### config.mk
export PLATFORM = sky130hd
export DESIGN_NAME = dummy_rrm_rd_arb_flat
export DESIGN_NICKNAME = d
export VERILOG_FILES = /design/src/rtl/dummy_rrm_rd_arb_if.sv /design/src/rtl/dummy_rrm_rd_arb.sv /design/src/flat_wrapper.sv
export SDC_FILE = /design/constraint.sdc
export NUM_CORES = 1
export LEC_CHECK = 0
export CAP_MARGIN = 0
export CORE_ASPECT_RATIO = 1.2
export CORE_MARGIN = 2
export CORE_UTILIZATION = 35
export CTS_BUF_LIST = sky130_fd_sc_hd__clkbuf_2
export DETAILED_ROUTE_END_ITERATION = 8
export PLACE_DENSITY = 0.89
export SLEW_MARGIN = 20
export SYNTH_ARGS = -nofsm -noshare
export SYNTH_HDL_FRONTEND = slang
export SYNTH_SLANG_ARGS = --single-unit
### constraint.sdc
create_clock -name clk -period 3.7 [get_ports clk]
set_clock_uncertainty 0.1 [all_clocks]
set_input_delay 0.555 -clock clk [delete_from_list [all_inputs] [get_ports clk]]
set_output_delay 0.555 -clock clk [all_outputs]
set_load 0.05 [all_outputs]
### src/rtl/dummy_rrm_rd_arb_if.sv
// rtl/dummy_rrm_rd_arb_if.sv - AR/R bundle between two read masters, the arbiter and memory
// slave is the arbiter's view; master is the view of whatever drives the masters and memory.
interface dummy_rrm_rd_arb_if #(
   parameter int ID_WIDTH   = 8,
   parameter int ADDR_WIDTH = 16,
   parameter int DATA_WIDTH = 32
);
   logic [1:0]              s_arvalid;
   logic [1:0]              s_arready;
   logic [2*ID_WIDTH-1:0]   s_arid;
   logic [2*ADDR_WIDTH-1:0] s_araddr;
   logic [15:0]             s_arlen;
   logic [1:0]              s_rvalid;
   logic [1:0]              s_rready;
   logic [ID_WIDTH-1:0]     s_rid;
   logic [DATA_WIDTH-1:0]   s_rdata;
   logic [1:0]              s_rresp;
   logic                    s_rlast;
   logic                    m_arvalid;
   logic                    m_arready;
   logic [ID_WIDTH:0]       m_arid;
   logic [ADDR_WIDTH-1:0]   m_araddr;
   logic [7:0]              m_arlen;
   logic                    m_rvalid;
   logic                    m_rready;
   logic [ID_WIDTH:0]       m_rid;
   logic [DATA_WIDTH-1:0]   m_rdata;
   logic [1:0]              m_rresp;
   logic                    m_rlast;

   modport slave (
      input  s_arvalid, s_arid, s_araddr, s_arlen, s_rready,
      input  m_arready, m_rvalid, m_rid, m_rdata, m_rresp, m_rlast,
      output s_arready, s_rvalid, s_rid, s_rdata, s_rresp, s_rlast,
      output m_arvalid, m_arid, m_araddr, m_arlen, m_rready
   );

   modport master (
      output s_arvalid, s_arid, s_araddr, s_arlen, s_rready,
      output m_arready, m_rvalid, m_rid, m_rdata, m_rresp, m_rlast,
      input  s_arready, s_rvalid, s_rid, s_rdata, s_rresp, s_rlast,
      input  m_arvalid, m_arid, m_araddr, m_arlen, m_rready
   );
endinterface

### src/rtl/dummy_rrm_rd_arb.sv
// rtl/dummy_rrm_rd_arb.sv - two-master round-robin AXI read arbiter with per-master outstanding limit
// AR requests are registered for one cycle before issue; R beats are steered back by the ID MSB.
module dummy_rrm_rd_arb #(
   parameter int ID_WIDTH        = 8,
   parameter int ADDR_WIDTH      = 16,
   parameter int DATA_WIDTH      = 32,
   parameter int MAX_OUTSTANDING = 4
) (
   input logic                clk,
   input logic                rst,
   dummy_rrm_rd_arb_if.slave  bus
);
   localparam int CW = 3;
   localparam logic [0:0] IDLE  = 1'b0;
   localparam logic [0:0] ISSUE = 1'b1;

   logic [0:0]            state_q, state_d;
   logic                  ptr_q, ptr_d;
   logic [1:0][CW-1:0]    cnt_q, cnt_d;
   logic [ID_WIDTH:0]     arid_q, arid_d;
   logic [ADDR_WIDTH-1:0] araddr_q, araddr_d;
   logic [7:0]            arlen_q, arlen_d;

   logic [1:0] elig;
   logic [1:0] grant;
   logic [1:0] r_done;
   logic       rk;

   assign rk = bus.m_rid[ID_WIDTH];

   always_comb begin
      for (int i = 0; i < 2; i++) begin
         elig[i] = bus.s_arvalid[i] && (cnt_q[i] < CW'(MAX_OUTSTANDING));
      end
      grant = 2'b00;
      if (state_q == IDLE && !rst) begin
         case (elig)
            2'b01:   grant = 2'b01;
            2'b10:   grant = 2'b10;
            2'b11:   grant = ptr_q ? 2'b10 : 2'b01;
            default: grant = 2'b00;
         endcase
      end
   end

   // R path is purely combinational; only the last beat of a burst frees a slot.
   assign bus.s_rvalid = rk ? {bus.m_rvalid, 1'b0} : {1'b0, bus.m_rvalid};
   assign bus.m_rready = bus.s_rready[rk];
   assign bus.s_rid    = bus.m_rid[ID_WIDTH-1:0];
   assign bus.s_rdata  = bus.m_rdata[DATA_WIDTH-1:0];
   assign bus.s_rresp  = bus.m_rresp;
   assign bus.s_rlast  = bus.m_rlast;
   assign r_done       = bus.s_rvalid & bus.s_rready & {2{bus.m_rlast}};

   assign bus.s_arready = grant;
   assign bus.m_arvalid = (state_q == ISSUE);
   assign bus.m_arid    = arid_q;
   assign bus.m_araddr  = araddr_q;
   assign bus.m_arlen   = arlen_q;

   always_comb begin
      state_d  = state_q;
      ptr_d    = ptr_q;
      arid_d   = arid_q;
      araddr_d = araddr_q;
      arlen_d  = arlen_q;
      if (grant != 2'b00) begin
         state_d = ISSUE;
         ptr_d   = ~grant[1];
         if (grant[1]) begin
            arid_d   = {1'b1, bus.s_arid[2*ID_WIDTH-1:ID_WIDTH]};
            araddr_d = bus.s_araddr[2*ADDR_WIDTH-1:ADDR_WIDTH];
            arlen_d  = bus.s_arlen[15:8];
         end else begin
            arid_d   = {1'b0, bus.s_arid[ID_WIDTH-1:0]};
            araddr_d = bus.s_araddr[ADDR_WIDTH-1:0];
            arlen_d  = bus.s_arlen[7:0];
         end
      end else if (state_q == ISSUE && bus.m_arready) begin
         state_d = IDLE;
      end
   end

   // A spurious last on an idle master is absorbed rather than wrapping the counter.
   always_comb begin
      for (int i = 0; i < 2; i++) begin
         cnt_d[i] = cnt_q[i];
         if (grant[i] && !r_done[i]) begin
            cnt_d[i] = cnt_q[i] + 1'b1;
         end else if (r_done[i] && !grant[i] && cnt_q[i] != '0) begin
            cnt_d[i] = cnt_q[i] - 1'b1;
         end
      end
   end

   always_ff @(posedge clk or posedge rst) begin
      if (rst) begin
         state_q  <= IDLE;
         ptr_q    <= 1'b0;
         cnt_q    <= '0;
         arid_q   <= '0;
         araddr_q <= '0;
         arlen_q  <= '0;
      end else begin
         state_q  <= state_d;
         ptr_q    <= ptr_d;
         cnt_q    <= cnt_d;
         arid_q   <= arid_d;
         araddr_q <= araddr_d;
         arlen_q  <= arlen_d;
      end
   end
endmodule

### src/flat_wrapper.sv
// flat-port wrapper written by rule: the top's interface ports become plain ports
module dummy_rrm_rd_arb_flat 
#(
   parameter int ID_WIDTH        = 8,
   parameter int ADDR_WIDTH      = 16,
   parameter int DATA_WIDTH      = 32,
   parameter int MAX_OUTSTANDING = 4
)
  (clk, rst, bus_s_arvalid, bus_s_arid, bus_s_araddr, bus_s_arlen, bus_s_rready, bus_m_arready, bus_m_rvalid, bus_m_rid, bus_m_rdata, bus_m_rresp, bus_m_rlast, bus_s_arready, bus_s_rvalid, bus_s_rid, bus_s_rdata, bus_s_rresp, bus_s_rlast, bus_m_arvalid, bus_m_arid, bus_m_araddr, bus_m_arlen, bus_m_rready);
  dummy_rrm_rd_arb_if #(.ID_WIDTH(ID_WIDTH), .ADDR_WIDTH(ADDR_WIDTH), .DATA_WIDTH(DATA_WIDTH)) bus_i ();
  input logic clk;
  input logic rst;
  input wire logic [$bits(bus_i.s_arvalid)-1:0] bus_s_arvalid;
  input wire logic [$bits(bus_i.s_arid)-1:0] bus_s_arid;
  input wire logic [$bits(bus_i.s_araddr)-1:0] bus_s_araddr;
  input wire logic [$bits(bus_i.s_arlen)-1:0] bus_s_arlen;
  input wire logic [$bits(bus_i.s_rready)-1:0] bus_s_rready;
  input wire logic [$bits(bus_i.m_arready)-1:0] bus_m_arready;
  input wire logic [$bits(bus_i.m_rvalid)-1:0] bus_m_rvalid;
  input wire logic [$bits(bus_i.m_rid)-1:0] bus_m_rid;
  input wire logic [$bits(bus_i.m_rdata)-1:0] bus_m_rdata;
  input wire logic [$bits(bus_i.m_rresp)-1:0] bus_m_rresp;
  input wire logic [$bits(bus_i.m_rlast)-1:0] bus_m_rlast;
  output wire logic [$bits(bus_i.s_arready)-1:0] bus_s_arready;
  output wire logic [$bits(bus_i.s_rvalid)-1:0] bus_s_rvalid;
  output wire logic [$bits(bus_i.s_rid)-1:0] bus_s_rid;
  output wire logic [$bits(bus_i.s_rdata)-1:0] bus_s_rdata;
  output wire logic [$bits(bus_i.s_rresp)-1:0] bus_s_rresp;
  output wire logic [$bits(bus_i.s_rlast)-1:0] bus_s_rlast;
  output wire logic [$bits(bus_i.m_arvalid)-1:0] bus_m_arvalid;
  output wire logic [$bits(bus_i.m_arid)-1:0] bus_m_arid;
  output wire logic [$bits(bus_i.m_araddr)-1:0] bus_m_araddr;
  output wire logic [$bits(bus_i.m_arlen)-1:0] bus_m_arlen;
  output wire logic [$bits(bus_i.m_rready)-1:0] bus_m_rready;
  assign bus_i.s_arvalid = bus_s_arvalid;
  assign bus_i.s_arid = bus_s_arid;
  assign bus_i.s_araddr = bus_s_araddr;
  assign bus_i.s_arlen = bus_s_arlen;
  assign bus_i.s_rready = bus_s_rready;
  assign bus_i.m_arready = bus_m_arready;
  assign bus_i.m_rvalid = bus_m_rvalid;
  assign bus_i.m_rid = bus_m_rid;
  assign bus_i.m_rdata = bus_m_rdata;
  assign bus_i.m_rresp = bus_m_rresp;
  assign bus_i.m_rlast = bus_m_rlast;
  assign bus_s_arready = bus_i.s_arready;
  assign bus_s_rvalid = bus_i.s_rvalid;
  assign bus_s_rid = bus_i.s_rid;
  assign bus_s_rdata = bus_i.s_rdata;
  assign bus_s_rresp = bus_i.s_rresp;
  assign bus_s_rlast = bus_i.s_rlast;
  assign bus_m_arvalid = bus_i.m_arvalid;
  assign bus_m_arid = bus_i.m_arid;
  assign bus_m_araddr = bus_i.m_araddr;
  assign bus_m_arlen = bus_i.m_arlen;
  assign bus_m_rready = bus_i.m_rready;
  dummy_rrm_rd_arb #(.ID_WIDTH(ID_WIDTH), .ADDR_WIDTH(ADDR_WIDTH), .DATA_WIDTH(DATA_WIDTH), .MAX_OUTSTANDING(MAX_OUTSTANDING)) u_core (.clk(clk), .rst(rst), .bus(bus_i));
endmodule
==> metrics.md, run 1 <==
| Metric | Value |
|---|---|
| First-pass GRT wire length | `between 9000 and 10000 um` |
| Setup TNS | `0 ps` |
| PD cells | `760 nW/um2` |
| Sw frac | `0.483` |
| Largest area contributor in the netlist | `dfrtp_1` |
| Syn Nets | `331` |
| Clk pwr share | `0.073` |
| Fraction of layout cells with a size suffix above 1 | `0.0704` |
| Max frequency | `327 MHz` |
| Met2 WL | `3250 um` |
| Main combinational cell family by area after synthesis | `buffers and inverters` |
| Leakage | `roughly 1.4 nW` |
| RePlAce Congestion | `between 0.7 and 0.8` |
| Endpoints failing hold | `0` |
| Most used DFF post-synth | `dfrtp_1` |
| Worst-margin pin slew | `783 ps` |
| Top layer used by detailed routing | `met4` |
| Largest net degree at the start of global routing | `42` |
| Period Utilization, post-route | `0.826` |
| Status | `completed` |
| Top cells by area, synth | `dfrtp_1 46%, buf_4 15%, a222oi_1 14%` |
| # setup viols final | `0` |
| GRT Util Overall | `0.169` |
| CTS H-Tree Depth | `2` |
| Worst-path fanout max | `40` |
| Die ar. | `7070 um2` |
| Post-CTS setup buffers | `0` |
| Placeable core region | `a little over 6000 um2` |
| FFs w/ async S/R, synth | `1.00` |
| Multi-input gate area | `between 600 and 700 um2` |
| FP Rows | `31` |
| Combinational power share | `0.603` |
| CP arrival | `about 2400 ps` |
| Number of synthesized flops with an enable pin | `0` |
| Distinct cells, synth | `36` |
| Post-Synth Simple-Gate Area | `0.0663` |
| HPWL after detailed placement | `4530 um` |
| Number of top-level pins | `~200` |
| Post-CTS Resized | `0` |
| Synth Cell Area | `2240 um2` |
| Xor/xnor cell area share of the yosys netlist | `0.00780` |
| Worst EP required | `3040 ps` |
| Filler cells | `between 600 and 700` |
| Met3 WL | `398 um` |
| Root buffer selected by CTS | `clkbuf_2` |
| Vias | `about 1900` |
| Sw Pwr | `around 0.0012 W` |
| Nets | `~400` |
| CTS Buf Count | `5` |
| Cells after Synth | `213` |
| RSZ-0062 raised after global routing | `no` |
| 1st-pass router iterations | `8` |
| Hold-fix buffers, CTS | `0` |
| Initial Util | `0.366` |
| Worst setup EP type | `output port` |
| Top-count cell post-synth | `buf_4` |
| Clock sinks | `41` |
| Flop pwr share | `0.324` |
| Post-route ant nets | `0` |
| Initial antenna violation count | `0` |
| MaxCap Viol Count | `0` |
| YS warnings | `0` |
| Clk_lat worst skew | `approximately 370 ps` |
| Area Overhead vs Synth | `41.6%` |
| Clock Tree Buf Depth | `2` |
| Hold Crit Class | `flip-flop to flip-flop` |
| Via count of the first global-routing pass | `roughly 2000` |
| CP Class | `input pin to output port` |
| Internal | `0.00125 W` |
| Min Tclk post-route | `3060 ps` |
| Top cell type's share of synthesized area | `0.457` |
| M1 wire length | `between 2000 and 2500 um` |
| Top cells by count, synth | `45 x buf_4, 41 x dfrtp_1, 38 x inv_1` |
| Die Wd | `~77 um` |
| Slew Limit Fails | `0` |
| Worst vdd rail ir drop | `around 0.41 mV` |
| Syn avg cell area | `between 10 and 15 um2` |
| Synth Area in Adders | `0.0178` |
| Overflow after GRT | `0` |
| Complex-gate fraction of the synthesized area | `0.196` |
| Sequential cell area fraction in the yosys report | `0.457` |
| WL per Instance | `approximately 17 um` |
| DRC viols | `0` |
| Final wirelength | `about 6000 um` |
| Slew headroom | `0.477` |
| Avg Vias per Cell | `~5.3` |
| Buffers on Ports | `between 100 and 150` |
| Dpl cells | `between 300 and 400` |
| Clk slew on worst S/H paths | `180 ps` |
| Die H | `between 90 and 100 um` |
| Post-synthesis mux area share | `0.0212` |
| CP Launch Type | `input pin` |
| DRT iter0 DRCs | `218` |
| Sequential Area | `approximately 1000 um2` |
| CTS tree | `built` |
| Diodes inserted | `0` |
| Fin cells | `approximately 370` |
| Synth Register Bits | `between 40 and 50` |
[worst max-delay path, stage by stage]
cell and delay, ps:
clkdlybuf4s50_1 460, nor4b_1 520, o31a_1 240, buf_4 390
buf_12 200
[cells by family (layout without fill, tap and decap cells)]
logic type / count (synthesis) / count (layout)
compound gates: 47 / 47
mux: 4 / 4
fa+ha+maj: 2 / 2
buf+inv: 92 / 163
flops: 41 / 41
xor+xnor: 2 / 2
simple gates: 25 / 25
[final timing paths]
path | depth (start not counted) | slack, ps | startpoint | endpoint
max in group asynchronous | 3 | 2560 | rst | u_core.bus.m_araddr[1]
worst min register to register | 1 | 400 | u_core.bus.m_arid[8] | u_core.bus.m_arid[8]
worst max register to register | 6 | 1180 | u_core.cnt_q[5] | u_core.cnt_q[5]
worst min-delay path | 1 | 400 | u_core.bus.m_arid[8] | u_core.bus.m_arid[8]
worst max-delay path | 5 | 640 | rst | bus_s_arready[1]
min in group asynchronous | 3 | 570 | rst | u_core.cnt_q[4]
[per-layer routing]
layer | vias to the layer above | track usage
met5 | - | 0
met2 | 83 | 0.309
met1 | 938 | 0.183
met4 | 0 | 0.0878
met3 | 40 | 0.0325
li1 | 867 | -
[through the flow]
stage | cell area (um2) | setup slack, ps | power (W) | utilization | hold slack [ps]
6_report | 3180 | 644 | 0.00242 | 0.519 | 404
5_1_grt | 3180 | 521 | 0.00254 | 0.519 | 425
4_1_cts | 3180 | 640 | 0.00243 | 0.519 | 408
3_5_place_dp | 3150 | 575 | 0.00225 | 0.513 | 368
3_3_place_gp | 3150 | 732 | 0.00222 | 0.513 | 371
2_1_floorplan | 2240 | 1050 | 0.00185 | - | 422
[registers in the layout, indices dropped and copies added (netlist names)]
register              count
u_core.bus.m_arid         9
u_core.bus.m_arlen        8
u_core.cnt_q              6
u_core.bus.m_arvalid      1
u_core.bus.m_araddr      16
u_core.ptr_q              1
[layout by cell type (no fill, tap or decap), types with 3 or more instances in the layout]
master,n
clkbuf_2,6
dfrtp_1,41
a222oi_1,32
nor2_1,8
buf_4,5
clkdlybuf4s50_1,111
inv_1,37
o21ai_0,3
[power by group through the flow]
stage	combinational (W)	clock (W)	sequential, W
detailed placement	0.00147	0	0.000788
global placement	0.00144	0	0.000779
finish	0.00146	0.000177	0.000781
floorplan	0.000483	0	0.00136
CTS	0.00147	0.000186	0.000778
global route	0.00153	0.000209	0.000800
[final cells by class]
cell class | instances | share of cell area
Clock inverter | 1 | 0.00118
Inverter | 39 | 0.0476
Clock buffer | 6 | 0.00945
Timing Repair Buffer | 117 | 0.368
Sequential cell | 41 | 0.323
Multi-Input combinational cell | 80 | 0.219
Tap cell | 82 | 0.0323
Power figures use the tool's default switching activity.
==> inputs of run 2 (changes only) <==
--- a/config.mk
+++ b/config.mk
@@ -8,10 +8,10 @@
 export CAP_MARGIN = 0
 export CORE_ASPECT_RATIO = 1.2
 export CORE_MARGIN = 2
-export CORE_UTILIZATION = 35
+export CORE_UTILIZATION = 29
 export CTS_BUF_LIST = sky130_fd_sc_hd__clkbuf_2
 export DETAILED_ROUTE_END_ITERATION = 8
-export PLACE_DENSITY = 0.89
+export PLACE_DENSITY = 0.78
 export SLEW_MARGIN = 20
 export SYNTH_ARGS = -nofsm -noshare
 export SYNTH_HDL_FRONTEND = slang
==> constraint.sdc (replaced) <==
create_clock -name clk -period 2.7 [get_ports clk]
set_clock_uncertainty 0.1 [all_clocks]
set_input_delay 0.405 -clock clk [delete_from_list [all_inputs] [get_ports clk]]
set_output_delay 0.405 -clock clk [all_outputs]
set_load 0.05 [all_outputs]
==> run 2 against run 1 <==
  * Utilization shrank 8.7 points
  * Non-clock buffer count up 4
  * First-iteration DRC count is 26% lower
  * Combinational power up 38%
  * Critical endpoint unchanged
  * Largest cell class unchanged
  * Largest power group unchanged
==> metrics.md, run 2 (synthesis gave the netlist of run 1 again) <==
| Metric | Value |
|---|---|
| WL per Instance | `16.5 um (-0.47%)` |
| Clk pwr share | `0.109 (+0.036)` |
| CP delay by family, top | `buffers and inverters` |
| Worst-path fanout max | `40 (unchanged)` |
| Final Util | `0.432 (-0.0869)` |
| Cell Area, Placed | `3190 um2 (+1.5%)` |
| DRC viols | `0 (unchanged)` |
| Sw frac | `0.476 (-0.00764)` |
| Buffers on Ports | `113 (unchanged)` |
| Fin cells | `381 (+4.1%)` |
| Post-route ant nets | `0 (unchanged)` |
| # setup viols final | `0 (unchanged)` |
| Clk_lat worst skew | `380 ps (about the same)` |
| Flop pwr share | `0.309 (-0.015)` |
| Area Overhead vs Synth | `45.8%` |
| Sw Pwr | `0.00165 W (+42%)` |
| Diodes inserted | `0 (unchanged)` |
| DRT iter0 DRCs | `162 (-26%)` |
| Combinational power share | `0.582 (-0.021)` |
| Nets | `406 (+1.0%)` |
| MaxCap Viol Count | `0 (unchanged)` |
| Post-CTS setup buffers | `0 (unchanged)` |
| Die Wd | `84.3 um (+9.3%)` |
| HPWL after detailed placement | `4700 um (+3.6%)` |
| Hold Crit Class | `flip-flop to flip-flop` |
| Period Utilization, post-route | `0.922` |
| Worst setup EP type | `output port` |
| CP Class | `input pin to output port` |
| Leakage | `1.48 nW (+3.4%)` |
| Worst-margin pin slew | `534 ps (-250 ps)` |
| Endpoints failing hold | `0 (unchanged)` |
| CP arrival | `1980 ps (-420 ps)` |
| CP Launch Type | `input pin` |
| CTS H-Tree Depth | `2 (unchanged)` |
| Avg Vias per Cell | `5.26 (-0.10%)` |
| Critical R2R Launch | `u_core.bus.m_arvalid` |
| Die ar. | `8460 um2 (+20%)` |
| Worst Setup SP | `rst` |
| Number of top-level pins | `198 (unchanged)` |
| Largest net degree at the start of global routing | `42 (unchanged)` |
| Min Tclk post-route | `2490 ps` |
| First-pass GRT wire length | `10100 um (+5.9%)` |
| Max frequency | `between 400 and 500 MHz` |
| Worst vdd rail ir drop | `0.634 mV (+55%)` |
| RSZ-0062 raised after global routing | `no` |
| Worst EP required | `2190 ps (-850 ps)` |
| Clk slew on worst S/H paths | `210 ps (+30 ps)` |
| Clock sinks | `41 (unchanged)` |
| Status | `completed` |
| PD cells | `1060 nW/um2 (+40%)` |
| Root buffer selected by CTS | `clkbuf_2` |
| Post-Layout Inst Area | `3270 um2 (+2.9%)` |
| Clock Tree Buf Depth | `2 (unchanged)` |
| Most common cell after layout, fill and taps aside | `clkdlybuf4s50_1` |
| Max reg flops | `16 (unchanged)` |
| Placeable core region | `7580 um2 (+24%)` |
| Dpl cells | `373 (+3.9%)` |
| Slowest CP cell | `clkdlybuf4s50_1` |
| CP peak stage delay | `470 ps (-50 ps)` |
| Slew Limit Fails | `0 (unchanged)` |
| Filler cells | `739 (+22%)` |
| CTS tree | `built` |
| Slew headroom | `0.643 (+0.166)` |
| Fraction of layout cells with a size suffix above 1 | `0.107 (+0.0368)` |
| Via count of the first global-routing pass | `2095 (+3.5%)` |
| 1st-pass router iterations | `6 (-2)` |
| GRT Util Overall | `0.149 (-0.0194)` |
| RePlAce Congestion | `0.733 (-3.5%)` |
| Final wirelength | `6290 um (+3.6%)` |
| Vias | `2005 (+4.0%)` |
| CTS Buf Count | `5 (unchanged)` |
| Worst path bufs/invs | `3 (unchanged)` |
| Initial Util | `0.296 (-0.0700)` |
| Initial antenna violation count | `0 (unchanged)` |
| Critical Path, Cell by Cell | `clkdlybuf4s50_1 > nor4b_2 > o31a_1 > buf_6 > buf_12` |
| Most frequent cells in the layout | `108 x clkdlybuf4s50_1, 41 x dfrtp_1, 37 x inv_1, 32 x a222oi_1, 10 x buf_4` |
| FP Rows | `35 (+13%)` |
| Hold wc startpoint | `u_core.bus.m_arid[8]` |
| Die H | `100 um (+9.4%)` |
| Overflow after GRT | `0 (unchanged)` |
| Internal | `0.00182 W (+46%)` |
## run 2: worst register-to-register path, delay by kind of cell (launching register included)
family | cells | cell delay, ps
compound gates | 2 | 340
fa+ha+maj | 1 | 400
flops | 1 | 490
simple gates | 3 | 970
## run 2: stage by stage
step / setup WS [ps] / setup TNS [ps] / hold WS [ps] / total power, W
after detailed placement: -139 / -166 / 372 / 0.00312
after floorplan: 54.4 / 0 / 401 / 0.00253
after global placement: -18.9 / -18.9 / 363 / 0.00307
after CTS: 74.2 / 0 / 405 / 0.00351
final: 210 / 0 / 413 / 0.00348
after global routing: 46.0 / 0 / 420 / 0.00367
## run 2: power by group through the flow
| stage | sequential [W] | clock [W] | combinational (W) |
|---|---|---|---|
| 2_1_floorplan | 0.00187 | 0 | 0.000662 |
| 3_3_place_gp | 0.00108 | 0 | 0.00199 |
| 3_5_place_dp | 0.00108 | 0 | 0.00203 |
| 4_1_cts | 0.00108 | 0.000393 | 0.00204 |
| 5_1_grt | 0.00111 | 0.000417 | 0.00214 |
| 6_report | 0.00108 | 0.000377 | 0.00202 |
## run 2: final timing paths
check / slack (ps) / endpoint / cells after the start
worst min-delay path: 410 / u_core.bus.m_arid[8] / 1
worst min register to register: 410 / u_core.bus.m_arid[8] / 1
max in group asynchronous: 1590 / u_core.bus.m_arid[2] / 4
min in group asynchronous: 510 / u_core.bus.m_arid[7] / 4
worst max-delay path: 210 / bus_s_arready[1] / 5
worst max register to register: 350 / u_core.cnt_q[5] / 6
## run 2: what timing repair did
action                     4_1_cts  5_1_grt
hold buffers                     0        0
setup endpoints to repair        1        1
gates resized for setup          1        1
## run 2: routing by layer
metal	wire (um)	GRT usage	up-vias
met2	3080	0.258	121
met3	748	0.0617	35
met1	2170	0.152	968
met4	289	0.0844	0
met5	0	0	-
li1	-	-	881
## run 2: layout make-up
type / instances / area, um2 / area share
inverter: 39 / 151 / 0.0463
clock inverter: 3 / 43.8 / 0.0134
timing repair buffer: 121 / 1210 / 0.369
sequential: 41 / 1030 / 0.314
clock buffer: 5 / 25.0 / 0.00765
multi-input combinational: 80 / 703 / 0.215
tap: 92 / 115 / 0.0352
==> inputs of run 3 (changes only) <==
--- a/config.mk
+++ b/config.mk
@@ -11,6 +11,7 @@
 export CORE_UTILIZATION = 29
 export CTS_BUF_LIST = sky130_fd_sc_hd__clkbuf_2
 export DETAILED_ROUTE_END_ITERATION = 8
+export GPL_ROUTABILITY_DRIVEN = 0
 export PLACE_DENSITY = 0.78
 export SLEW_MARGIN = 20
 export SYNTH_ARGS = -nofsm -noshare
==> results of run 3 <==
The final DEF is identical to that of run 2; final timing and power are the same.
